==> src/rtl/scan_controller_pkg.sv <==
// Shared definitions for the scan controller: FSM state encodings and default widths.
// Latency: none (definitions only).
// Backpressure: not applicable.
package scan_controller_pkg;

    // Default counter and pass-count widths
    localparam int N_DEFAULT = 6;
    localparam int P_DEFAULT = 4;

    // State encodings, kept explicit so waveforms and debug taps stay stable
    localparam logic [1:0] ENC_IDLE = 2'd0;
    localparam logic [1:0] ENC_LOAD = 2'd1;
    localparam logic [1:0] ENC_RUN  = 2'd2;
    localparam logic [1:0] ENC_DONE = 2'd3;

    typedef enum logic [1:0] {
        IDLE = ENC_IDLE,
        LOAD = ENC_LOAD,
        RUN  = ENC_RUN,
        DONE = ENC_DONE
    } state_t;

endpackage

==> src/rtl/scan_controller_addr_counter.sv <==
// Loadable N-bit up-counter that saturates at all-ones and flags the carry-out.
// Latency: load and increment both take effect at the next rising edge.
// Backpressure: en=0 holds the count; co only asserts while enabled.
module addr_counter
    import scan_controller_pkg::*;
#(
    parameter int N = N_DEFAULT
) (
    input  logic         clk,
    input  logic         rst,
    input  logic         en,
    input  logic         ld,
    input  logic [N-1:0] initld,
    output logic         co,
    output logic [N-1:0] out
);

    logic all_ones;

    assign all_ones = &out;
    // Carry-out marks the last address of a pass being consumed this cycle
    assign co       = en & all_ones;

    // Count register: load wins, otherwise step; never wraps past all-ones within a pass
    always_ff @(posedge clk or negedge rst) begin
        if (!rst) begin
            out <= '0;
        end else if (ld) begin
            out <= initld;
        end else if (en && !all_ones) begin
            out <= out + 1'b1;
        end
    end

endmodule

==> src/rtl/scan_controller.sv <==
// Multi-pass address scanner: sweeps init_addr..all-ones once per pass, num_passes times.
// Latency: start at edge k -> LOAD in cycle k+1, first valid address in cycle k+2; one bubble between passes.
// Backpressure: stall=1 holds the current address (and delays end of pass); start ignored while busy.
module scan_controller
    import scan_controller_pkg::*;
#(
    parameter int N = N_DEFAULT,
    parameter int P = P_DEFAULT
) (
    input  logic         clk,
    input  logic         rst,
    input  logic         start,
    input  logic [N-1:0] init_addr,
    input  logic [P-1:0] num_passes,
    input  logic         stall,
    output logic [N-1:0] addr,
    output logic         addr_valid,
    output logic [P-1:0] pass_idx,
    output logic         busy,
    output logic         done
);

    state_t       state;
    state_t       state_nxt;
    logic [N-1:0] init_q;
    logic [P-1:0] passes_q;
    logic         cnt_en;
    logic         cnt_ld;
    logic         cnt_co;
    logic         accept;
    logic         pass_end;
    logic         last_pass;

    // Counter controls depend only on registered state and stall, so the carry-out
    // can feed the next-state logic without a combinational loop
    assign cnt_en    = (state == RUN) && !stall;
    assign cnt_ld    = (state == LOAD);
    assign last_pass = (P'(pass_idx + 1'b1) == passes_q);

    addr_counter #(
        .N (N)
    ) u_addr_counter (
        .clk    (clk),
        .rst    (rst),
        .en     (cnt_en),
        .ld     (cnt_ld),
        .initld (init_q),
        .co     (cnt_co),
        .out    (addr)
    );

    // State register
    always_ff @(posedge clk or negedge rst) begin
        if (!rst) begin
            state <= IDLE;
        end else begin
            state <= state_nxt;
        end
    end

    // Next-state and per-state outputs
    always_comb begin
        state_nxt  = state;
        accept     = 1'b0;
        pass_end   = 1'b0;
        addr_valid = 1'b0;
        busy       = 1'b1;
        done       = 1'b0;
        case (state)
            IDLE: begin
                busy = 1'b0;
                if (start) begin
                    accept    = 1'b1;
                    state_nxt = (num_passes == '0) ? DONE : LOAD;
                end
            end
            LOAD: begin
                state_nxt = RUN;
            end
            RUN: begin
                addr_valid = 1'b1;
                if (cnt_co) begin
                    pass_end  = 1'b1;
                    state_nxt = last_pass ? DONE : LOAD;
                end
            end
            DONE: begin
                done      = 1'b1;
                state_nxt = IDLE;
            end
            default: begin
                state_nxt = IDLE;
            end
        endcase
    end

    // Scan parameters are frozen at start acceptance so mid-scan input changes are harmless
    always_ff @(posedge clk or negedge rst) begin
        if (!rst) begin
            init_q   <= '0;
            passes_q <= '0;
        end else if (accept) begin
            init_q   <= init_addr;
            passes_q <= num_passes;
        end
    end

    // Pass index: cleared on acceptance, bumped once per completed pass
    always_ff @(posedge clk or negedge rst) begin
        if (!rst) begin
            pass_idx <= '0;
        end else if (accept) begin
            pass_idx <= '0;
        end else if (pass_end) begin
            pass_idx <= pass_idx + 1'b1;
        end
    end

endmodule
==> config.mk <==
export PLATFORM = sky130hd
export DESIGN_NAME = scan_controller
export DESIGN_NICKNAME = d
export VERILOG_FILES = /design/src/rtl/scan_controller_pkg.sv /design/src/rtl/scan_controller_addr_counter.sv /design/src/rtl/scan_controller.sv
export SDC_FILE = /design/constraint.sdc
export NUM_CORES = 1
export LEC_CHECK = 0
export BUFFER_PORTS_ARGS = -buffer_cell sky130_fd_sc_hd__buf_4
export CELL_PAD_IN_SITES_DETAIL_PLACEMENT = 2
export CELL_PAD_IN_SITES_GLOBAL_PLACEMENT = 2
export CORE_ASPECT_RATIO = 0.7
export CORE_MARGIN = 3
export CORE_UTILIZATION = 31
export DETAILED_ROUTE_END_ITERATION = 10
export PLACE_DENSITY_LB_ADDON = 0.1
export REMOVE_ABC_BUFFERS = 1
export SYNTH_ARGS = -nofsm -noshare
export SYNTH_HDL_FRONTEND = slang
export SYNTH_HIERARCHICAL = 1
export SYNTH_SLANG_ARGS = --single-unit
==> constraint.sdc <==
create_clock -name clk -period 1.96 [get_ports clk]
set_input_delay 0.392 -clock clk [delete_from_list [all_inputs] [get_ports clk]]
set_output_delay 0.392 -clock clk [all_outputs]
set_load 0.01 [all_outputs]
==> flow_results.org <==
** Outcome
- Run status :: finished, violations left
- Violated checks :: negative hold slack

** Global route
- Met2 Track Usage GR :: 24.7%
- In the global route stage, met1 resource usage came out at 22.4%.
- Congestion Overflow GR :: 0
- Met3 global-route usage :: 4.43%
- Global-route wire length before repair :: 5620 microns
- Global routing used 16.1% of the available tracks across all layers.
- The number of global-route vias before repair is 1055.
- Maximum number of pins on one net before global-route repair :: 23
- The number of antenna violations at the first check in global routing is 0.
- met2 is the most crowded layer.

** Worst setup path
- Depth of the worst register-to-register path :: 7
- STA classifies the critical path endpoint as a flip-flop.
- Critical Path Start Type :: flip-flop
- Crit path kind :: flip-flop to flip-flop
- For the worst setup path, the data required time is 2.16 ns.
- Critical path fanouts, max :: 3
- Reg-to-reg critical path startpoint :: state[1]
- Data on the critical path arrives at its endpoint at just under 2 ns.
- In this run the critical register-to-register path is captured at pass_idx[2].
- Register-to-register path setup slack :: 0.21 ns

** Synth
- Of all flip-flops after synthesis, the portion carrying an async set or reset was 100%.
- Most used flip-flop cell after synthesis :: sky130_fd_sc_hd__dfrtp_1
- Cell area after synthesis :: 1240 sq um
- Count of distinct cell types in the synthesized netlist :: 42
- Counting flops with a built-in enable in the synthesized netlist gives 0.
- Cell types occupying the most area after synthesis :: sky130_fd_sc_hd__dfrtp_1 (44%), sky130_fd_sc_hd__mux2_4 (12%), sky130_fd_sc_hd__xnor2_1 (2.8%)
- Synthesized netlist cell count :: 102
- A synthesized cell averages about 12 sq um.
- Proportion of synthesized chip area in sequential cells :: 44.4%
- Register bit total from synthesis :: 22
- Count of yosys warnings during synthesis :: 6
- The biggest area contributor in the post-synthesis netlist is sky130_fd_sc_hd__dfrtp_1.
- Area share of the largest cell type after synthesis :: 44.4%

** STA
- Final min period :: 1.75 ns
- Final hold viol count :: 2
- Setup violations remaining at the end of the flow were counted as 0.
- Smallest hold slack :: -0.00210 ns
- Fraction of the cycle the final worst path needs :: 89.2%
- Worst rel slew slack :: 67.0%
- Slew @ Worst Pin :: 0.491 ns
- RSZ-0062 raised after global routing :: no
- Timing would allow up to 572 MHz.
- The clock arrives with 0.00436 ns of skew.
- In the post-route analysis, the smallest setup slack over all paths is 0.211 ns.
- The max-slew violation count came to 0.

** Place
- Number of I/O port buffers :: 26
- Routability-driven placement finished with a final weighted congestion of just over 0.7.
- Pre-CTS WS :: 0.0667 ns
- Detailed placement finished with a half-perimeter wire length of between 2000 and 3000 microns.

** Final layout
- The layout has 391 filler cells.
- Relative to the synthesized area, the layout overhead comes to 29.4%.
- # nets final :: 153
- Diodes inserted :: 0
- Cells with a size suffix above 1 make up 42.6% of the layout.
- FF+latch area :: between 500 and 600 sq um
- In the final layout, the multi-input gates occupy 656 sq um.

** Clocking
- TritonCTS clock tree :: yes
- CTS saw 22 sinks.
- Maximum root-to-sink buffer count :: 2
- TritonCTS created 3 clock buffers.
- In this run the clock root is driven by a sky130_fd_sc_hd__clkbuf_8.
- For the worst-skew pair, the clock arrives at the later sink with an insertion delay of 0.27 ns.
- Depth of the CTS H-tree :: 1
- Post-CTS clock slew at the launch and capture registers of the worst setup and hold paths :: 0.08 ns
- The number of hold buffers added after CTS was 0.

** Job
- The tool flagged a number of max-cap violations equal to 0.

** Floorplan
- Top Ports :: 27
- Once the floorplan was initialized, standard cells occupied 33.8% of the core.
- Die extent in y :: 58.9 microns
- Die area :: slightly below 5000 sq um
- In this run the standard cell core region covers 3670 sq um.
- # rows :: 18
- In this run the horizontal extent of the chip is 81.6 microns.

** Routing
- In the routed design, unresolved DRC markers number 0.
- Number of iterations in the first detailed-routing pass :: 4
- The count of nets left with antenna violations once routing finished came out at 0.
- Post-detailed-route wirelength per cell :: around 18 microns
- Detailed-route via count :: approximately 940
- The detailed router finished its first iteration with 60 violations.
- Ratio of routed vias to standard cells :: approximately 5.1
- Final WL :: around 3400 microns

** Pwr
- The share of total power dissipated in combinational logic is 46.7%.
- Portion of total power attributed to the clock network :: 18.3%
- NetSw :: 0.829 mW
- Of the total power, the share spent switching nets is 35.4%.
- Maximum resistive drop on vdd :: 548 uV
- Leakage :: roughly 0.75 nW
- Part of the total power dissipated in sequential elements :: 35.1%
- The design draws 2.34 mW.
- Power density normalized to cell area :: 1460 nW/um^2
- Internal power comes to 1.51 mW.

** Min path
- Type of the worst min-delay path :: input pin to async pin
[layout by cell type (no fill, tap or decap), types with 2 or more instances in the layout]
cell and count:
sky130_fd_sc_hd__and2b_2 2, sky130_fd_sc_hd__mux2i_1 3, sky130_fd_sc_hd__nor3b_1 2, sky130_fd_sc_hd__a22o_1 3
sky130_fd_sc_hd__o31ai_1 3, sky130_fd_sc_hd__nor4_1 2, sky130_fd_sc_hd__nand2b_1 2, sky130_fd_sc_hd__mux2_4 10
sky130_fd_sc_hd__xnor2_1 4, sky130_fd_sc_hd__nor2_1 2, sky130_fd_sc_hd__dfrtp_1 22, sky130_fd_sc_hd__a311oi_1 2
sky130_fd_sc_hd__inv_1 4, sky130_fd_sc_hd__buf_4 33, sky130_fd_sc_hd__nand3_1 5, sky130_fd_sc_hd__ha_1 2
sky130_fd_sc_hd__clkbuf_8 3, sky130_fd_sc_hd__a21oi_1 2, sky130_fd_sc_hd__nand2_1 6
[layout make-up]
class,count,share of cell area [%]
clock inverter,1,1.87
inverter,5,1.17
multi-input combinational,72,40.8
timing repair buffer,33,15.4
clock buffer,3,2.57
tap,50,3.89
sequential,22,34.3
[synth_stat cells (2+ instances only)]
cell type,instances
sky130_fd_sc_hd__o31ai_1,3
sky130_fd_sc_hd__and2b_2,2
sky130_fd_sc_hd__a311oi_1,2
sky130_fd_sc_hd__mux2_4,10
sky130_fd_sc_hd__xnor2_1,4
sky130_fd_sc_hd__nor3b_1,2
sky130_fd_sc_hd__nand2b_1,2
sky130_fd_sc_hd__nand2_1,6
sky130_fd_sc_hd__nor2_1,2
sky130_fd_sc_hd__inv_1,4
sky130_fd_sc_hd__ha_1,2
sky130_fd_sc_hd__nor3_1,2
sky130_fd_sc_hd__nand3_1,5
sky130_fd_sc_hd__nor4_1,2
sky130_fd_sc_hd__dfrtp_1,22
sky130_fd_sc_hd__a21oi_1,2
sky130_fd_sc_hd__mux2i_1,3
sky130_fd_sc_hd__a22o_1,3
[kinds of logic (layout without fill, tap and decap cells)]
group / after synthesis / count (layout) / synth area share, %
AND/OR/NAND/NOR: 32 / 32 / 17.3
adder cells (fa/ha/maj): 2 / 2 / 2.02
multiplexers: 14 / 14 / 15.4
flip-flops: 22 / 22 / 44.4
AO/OA/AOI/OAI: 18 / 18 / 11.4
buffers and inverters: 8 / 42 / 4.13
XOR/XNOR: 6 / 6 / 5.34
[critical path: stages (launching register included)]
cell and delay [ns]:
sky130_fd_sc_hd__dfrtp_1 0.36, sky130_fd_sc_hd__inv_1 0.08, sky130_fd_sc_hd__nor3_2 0.21, sky130_fd_sc_hd__inv_1 0.12, sky130_fd_sc_hd__nor3_4 0.25, sky130_fd_sc_hd__nand3b_1 0.18, sky130_fd_sc_hd__mux2_1 0.35, sky130_fd_sc_hd__mux2i_1 0.13
[sequential cells by signal (all words and copies together) (netlist names)]
name                flops
pass_idx                4
init_q                  6
state                   2
passes_q                4
u_addr_counter/out      6
[through the flow]
stage / setup TNS, ns / cells / util (%) / area, sq um
after floorplan: -0.614 / 99 / - / 1210
after global placement: 0 / 182 / 41.4 / 1520
after detailed placement: 0 / 182 / 41.4 / 1520
after CTS: 0 / 186 / 43.5 / 1600
after global routing: 0 / 186 / 43.8 / 1610
final: 0 / 186 / 43.8 / 1610
[routing by layer]
layer,wire [microns],share of wire (%),up-vias
li1,-,-,448
met1,1660,50,468
met2,1510,45,21
met3,154,4.6,4
met4,26,0.77,0
met5,0,0,-
[how the worst max path moves through the flow]
stage                        start          end  depth (start not counted)
after global routing      state[1]  pass_idx[2]                          7
after floorplan           state[1]  pass_idx[3]                          7
final                     state[1]  pass_idx[2]                          7
after detailed placement     stall  pass_idx[2]                          7
after CTS                 state[1]  pass_idx[2]                          7
after global placement       stall  pass_idx[3]                          7
[repair_timing]
| action | CTS | global route |
|---|---|---|
| resized for setup | 1 | 2 |
| pin swaps | 0 | 1 |
| setup endpoints to repair | 3 | 3 |
| setup buffers | 0 | 0 |
| gates cloned | 0 | 0 |
[power groups by stage]
stage | Combinational [mW] | Clock [mW] | Sequential [mW]
2_1_floorplan | 0.618 | 0 | 0.848
3_3_place_gp | 1.04 | 0 | 0.816
3_5_place_dp | 1.08 | 0 | 0.830
4_1_cts | 1.10 | 0.438 | 0.824
5_1_grt | 1.21 | 0.466 | 0.849
6_report | 1.09 | 0.428 | 0.822
Power figures use the tool's default switching activity.
